$ cat src/rtl/apu_frame_seq.sv
// ---------------------------------------------------------------------------
// apu_frame_seq -- APU frame sequencer.
//
// Divides the 512 Hz DIV bit-4 square into the three channel housekeeping
// strobes. Every falling edge of div_bit (a "tick") advances an 8-step
// counter while the APU is enabled. The step that was current when the tick
// arrived selects which strobes fire:
//   len_clk   (256 Hz) steps 0,2,4,6
//   sweep_clk (128 Hz) steps 2,6
//   env_clk   ( 64 Hz) step 7
// Each strobe is registered and lasts exactly one cycle, one cycle after
// the tick.
//
// Ports:
//   ajer_2mhz   in   sole clock, rising edge
//   apu_reset   in   synchronous active-high reset
//   apu_en      in   APU master enable level
//   div_bit     in   DIV bit-4 level
//   step_wr     in   step load strobe      (FRAME_SEQ_STEP_WR_EN only)
//   step_d[2:0] in   step load value       (FRAME_SEQ_STEP_WR_EN only)
//   len_clk     out  length counter strobe
//   sweep_clk   out  channel-1 sweep strobe
//   env_clk     out  volume envelope strobe
//   frame_step  out  current step 0..7
//   len_next_n  out  high when the next tick will not clock length
//
// Configuration macro: FRAME_SEQ_STEP_WR_EN adds the step load port pair.
// ---------------------------------------------------------------------------
module apu_frame_seq (
    input  logic       ajer_2mhz,
    input  logic       apu_reset,
    input  logic       apu_en,
    input  logic       div_bit,
`ifdef FRAME_SEQ_STEP_WR_EN
    input  logic       step_wr,
    input  logic [2:0] step_d,
`endif
    output logic       len_clk,
    output logic       sweep_clk,
    output logic       env_clk,
    output logic [2:0] frame_step,
    output logic       len_next_n
);

    logic       div_q_r;
    logic [2:0] step_r;
    logic       len_r;
    logic       sweep_r;
    logic       env_r;

    logic       tick_s;
    logic       load_s;
    logic [2:0] load_val_s;
    logic [2:0] step_nxt_s;
    logic       len_nxt_s;
    logic       sweep_nxt_s;
    logic       env_nxt_s;

`ifdef FRAME_SEQ_STEP_WR_EN
    assign load_s     = step_wr;
    assign load_val_s = step_d;
`else
    assign load_s     = 1'b0;
    assign load_val_s = 3'd0;
`endif

    // Falling edge of div_bit, seen in the same cycle the level drops.
    always_comb begin
        tick_s = div_q_r & ~div_bit;
    end

    // Next step: a load wins over everything but reset; a disabled APU
    // pins the step at 0 regardless of ticks.
    always_comb begin
        step_nxt_s = step_r;
        if (load_s) begin
            step_nxt_s = load_val_s;
        end else if (!apu_en) begin
            step_nxt_s = 3'd0;
        end else if (tick_s) begin
            step_nxt_s = step_r + 3'd1;
        end else begin
            step_nxt_s = step_r;
        end
    end

    // Strobe decode from the pre-increment step of a qualifying tick.
    always_comb begin
        len_nxt_s   = 1'b0;
        sweep_nxt_s = 1'b0;
        env_nxt_s   = 1'b0;
        if (tick_s && apu_en && !load_s) begin
            case (step_r)
                3'd0, 3'd4: begin
                    len_nxt_s = 1'b1;
                end
                3'd2, 3'd6: begin
                    len_nxt_s   = 1'b1;
                    sweep_nxt_s = 1'b1;
                end
                3'd7: begin
                    env_nxt_s = 1'b1;
                end
                default: begin
                    len_nxt_s   = 1'b0;
                    sweep_nxt_s = 1'b0;
                    env_nxt_s   = 1'b0;
                end
            endcase
        end else begin
            len_nxt_s   = 1'b0;
            sweep_nxt_s = 1'b0;
            env_nxt_s   = 1'b0;
        end
    end

    // State register; reset loads div_q from div_bit so release cannot
    // fabricate a tick out of a stale sample.
    always_ff @(posedge ajer_2mhz) begin
        if (apu_reset) begin
            div_q_r <= div_bit;
            step_r  <= 3'd0;
            len_r   <= 1'b0;
            sweep_r <= 1'b0;
            env_r   <= 1'b0;
        end else begin
            div_q_r <= div_bit;
            step_r  <= step_nxt_s;
            len_r   <= len_nxt_s;
            sweep_r <= sweep_nxt_s;
            env_r   <= env_nxt_s;
        end
    end

    // Output mapping; len_next_n is simply "current step is odd".
    always_comb begin
        len_clk    = len_r;
        sweep_clk  = sweep_r;
        env_clk    = env_r;
        frame_step = step_r;
        len_next_n = step_r[0];
    end

endmodule

$ cat config.mk
export PLATFORM = sky130hd
export DESIGN_NAME = apu_frame_seq
export DESIGN_NICKNAME = d
export VERILOG_FILES = /design/src/rtl/apu_frame_seq.sv
export SDC_FILE = /design/constraint.sdc
export NUM_CORES = 1
export LEC_CHECK = 0
export ABC_AREA = 1
export BUFFER_PORTS_ARGS = -buffer_cell sky130_fd_sc_hd__buf_2
export CAP_MARGIN = 20
export CORE_AREA = 2 2 39 41
export DETAILED_ROUTE_END_ITERATION = 12
export DIE_AREA = 0 0 41 43
export RECOVER_POWER = 25
export SKIP_LAST_GASP = 1
export SLEW_MARGIN = 15
export SYNTH_ARGS = -nofsm -noshare
export SYNTH_HDL_FRONTEND = slang
export SYNTH_SLANG_ARGS = --single-unit
$ cat constraint.sdc
create_clock -name ajer_2mhz -period 1.25 [get_ports ajer_2mhz]
set_input_delay 0.125 -clock ajer_2mhz [delete_from_list [all_inputs] [get_ports ajer_2mhz]]
set_output_delay 0.125 -clock ajer_2mhz [all_outputs]
set_load 0.02 [all_outputs]
==> results by group <==
Place
  • Placer's final routability congestion estimate: about 0.70
  • I/O Buffers: 10
  • HPWL reported at the end of detailed placement: about 390 um
  • Pre-CTS setup slack: 0.130 ns

Timing
  • Worst rel slew slack: approximately 84%
  • Minimum clock period: roughly 1.1 ns
  • Clk_skew: just under 0.0002 ns
  • Final WS setup: roughly 0.14 ns
  • Final Hold Fails: 0
  • Fmax: roughly 900 MHz
  • Setup tns final: 0 ns
  • Actual slew at the worst max-slew pin: between 0.2 and 0.25 ns
  • Max-slew violations: 0
  • Final setup violating endpoints: 0
  • Final period util: roughly 89%
  • RSZ-0062 raised after global routing: no

Floorplanning
  • Die W: 41 um
  • Die Ht: between 40 and 50 um
  • Core footprint: 1380 sq um
  • IO Count: 11
  • Row cnt: 14
  • Starting density of the core: between 20 and 25%
  • Die area: 1760 sq um

Layout
  • Most frequent cells in the layout: nor2_1 (10), inv_1 (8), dfxtp_1 (7), buf_2 (7)
  • Synthesis-to-finish area growth: 30.3%
  • Share of layout cells above drive strength 1: approximately a quarter
  • Commonest non-fill, non-tap cell in the layout: nor2_1
  • Layout Nets: 63
  • Ant. Diodes: 0

GRT
  • Vias in the first global route: approximately 180
  • Initial antenna violation count: 0
  • Largest net degree at the start of global routing: 7
  • Total Routing Usage GR: 6.63%
  • GR Overflow Total: 0
  • First-pass GRT wire length: around 690 um

Detailed routing
  • DRC: 0
  • DR pass1 iterations: 2
  • Total Wirelength: between 500 and 600 um
  • Drt wl/cell: 7.21 um
  • Iter 0 DRT Violations: 2
  • Met2 wire len: about 180 um
  • Via Count: 258
  • Top sig layer: met4
  • Met1 WL: roughly 250 um
  • Final ANT Viol Nets: 0
  • Vias per cell: roughly 3.7
  • WL met3: about 67 um

Setup path
  • Worst reg2reg startpoint: frame_step[0]
  • CP endpoint kind: flop
  • R2r endpoint: frame_step[2]
  • Data required, critical path: between 1 and 1.5 ns
  • CP Class: flop to flop
  • Critical Path AT: between 1 and 1.5 ns
  • Crit start category: flop
  • Crit-path max FO: 6
  • R2R setup slack: 0.14 ns
  • R2R cell count: 6

Logic synthesis
  • Cells after Synth: 40
  • Synth area leader: dfxtp_1
  • Syn_nets: 48
  • Syn avg cell area: about 7.9 sq um
  • FF+latch count, synth: 7
  • Share of the synthesized area in the top cell type: ~45%
  • Netlist Area Pre-Place: about 310 sq um
  • Synth unique cells: 10
  • Top cells by area, synth: dfxtp_1 (45%), ha_1 (16%), nor2_1 (12%)
  • Seq/Total Area, Yosys: between 40% and 50%
  • Yosys Warn Count: 0

Pwr
  • Switching power: 0.000115 W
  • Sequential Power Share: approximately 50%
  • Power per cell area: 1180 nW/um^2
  • Sw Ratio: between 20% and 30%
  • Logic pwr share: a little under a tenth
  • IR drop worst, VDD: 469 uV
  • Cell leakage power: 0.201 nW
  • Int Power: approximately 0.00037 W
  • Clock Power Share: between 40% and 50%

Clock tree
  • CTS tree: yes
  • Cts hold-fix bufs: 0
  • CTS clock-pin slew for the worst setup and hold paths: roughly 0.050 ns
  • Clock Sinks: 7
  • CTS root buffer: clkbuf_4
  • Postcts setup bufs: 0
  • Number of CTS-inserted buffers: 3
  • Clock tree buffer depth: 2
  • Post-CTS Resized: 0
  • H-tree depth: 1
  • Worst-Skew Late Latency: around 0.25 ns

Run
  • Max Cap Viol: 0

Outcome
  • Outcome: completed

Hold path
  • Cells on Worst Hold Path: 4
  • HP Start: apu_reset
  • Endpoint, Worst Hold: frame_step[2]
  • Hold Path Class: primary input to flop
synth_stat cells:
cell / n
buf_4: 1
dfxtp_1: 7
ha_1: 4
inv_1: 8
inv_2: 1
nand2_1: 3
nand2_2: 1
nand3_1: 3
nor2_1: 10
nor2_2: 2
cell type report:
cell class	count	area (sq um)
Sequential cell	7	140
Clock buffer	4	26.3
Inverter	9	33.8
Tap cell	16	20.0
Fill cell	145	975
Timing Repair Buffer	11	56.3
Multi-Input combinational cell	23	133
worst max-delay path by stage:
| stage | startpoint | endpoint | slack (ns) | depth (start not counted) |
|---|---|---|---|---|
| 2_1_floorplan | frame_step[0] | frame_step[2] | 0.06 | 6 |
| 3_3_place_gp | frame_step[0] | frame_step[2] | 0.14 | 6 |
| 3_5_place_dp | frame_step[0] | frame_step[2] | 0.13 | 6 |
| 4_1_cts | frame_step[0] | frame_step[2] | 0.12 | 6 |
| 5_1_grt | frame_step[0] | frame_step[2] | 0.05 | 6 |
| 6_report | frame_step[0] | frame_step[2] | 0.14 | 6 |
registers in the layout, indices dropped and copies added, names as in the netlist:
| register | cells |
|---|---|
| env_clk | 1 |
| len_clk | 1 |
| frame_step | 3 |
| sweep_clk | 1 |
| div_q_r | 1 |
metrics by stage:
| step | instances | hold WS [ns] | instance area [sq um] | utilization, % | power (W) |
|---|---|---|---|---|---|
| 6_report | 70 | 0.143 | 409 | 29.6 | 0.000484 |
| 5_1_grt | 70 | 0.146 | 409 | 29.6 | 0.000517 |
| 4_1_cts | 69 | 0.00692 | 403 | 29.1 | 0.000492 |
| 3_5_place_dp | 65 | 0.269 | 377 | 27.2 | 0.000284 |
| 3_3_place_gp | 65 | 0.267 | 377 | 27.2 | 0.000283 |
| 2_1_floorplan | 40 | 0.153 | 314 | - | 0.000270 |
power groups by stage:
stage / combinational (W) / clock (W) / sequential [W]
after global placement: 0.0000434 / 0 / 0.000240
after global routing: 0.0000523 / 0.000228 / 0.000236
after CTS: 0.0000444 / 0.000213 / 0.000235
final: 0.0000455 / 0.000204 / 0.000235
after floorplan: 0.0000261 / 0 / 0.000244
after detailed placement: 0.0000443 / 0 / 0.000240
critical path, stage by stage, from the launching register on:
cell and delay [ns]:
dfxtp_1 0.35, ha_1 0.20, ha_1 0.26, inv_1 0.05
nand3_1 0.05, nand2_1 0.06, nor2_1 0.03
per-layer routing:
metal | GRT usage [%] | up-vias
met5 | 0 | -
met4 | 2.00 | 0
met3 | 9.42 | 2
met2 | 7.50 | 12
met1 | 6.75 | 101
li1 | - | 143
kinds of logic (layout without fill, tap and decap cells):
group                    after synthesis  count (layout)  share of synthesized area (%)
adder cells (fa/ha/maj)                4               4                           15.9
buffers and inverters                 10              24                           13.1
flip-flops                             7               7                           44.6
AND/OR/NAND/NOR                       19              19                           26.3
Power figures use the tool's default switching activity.
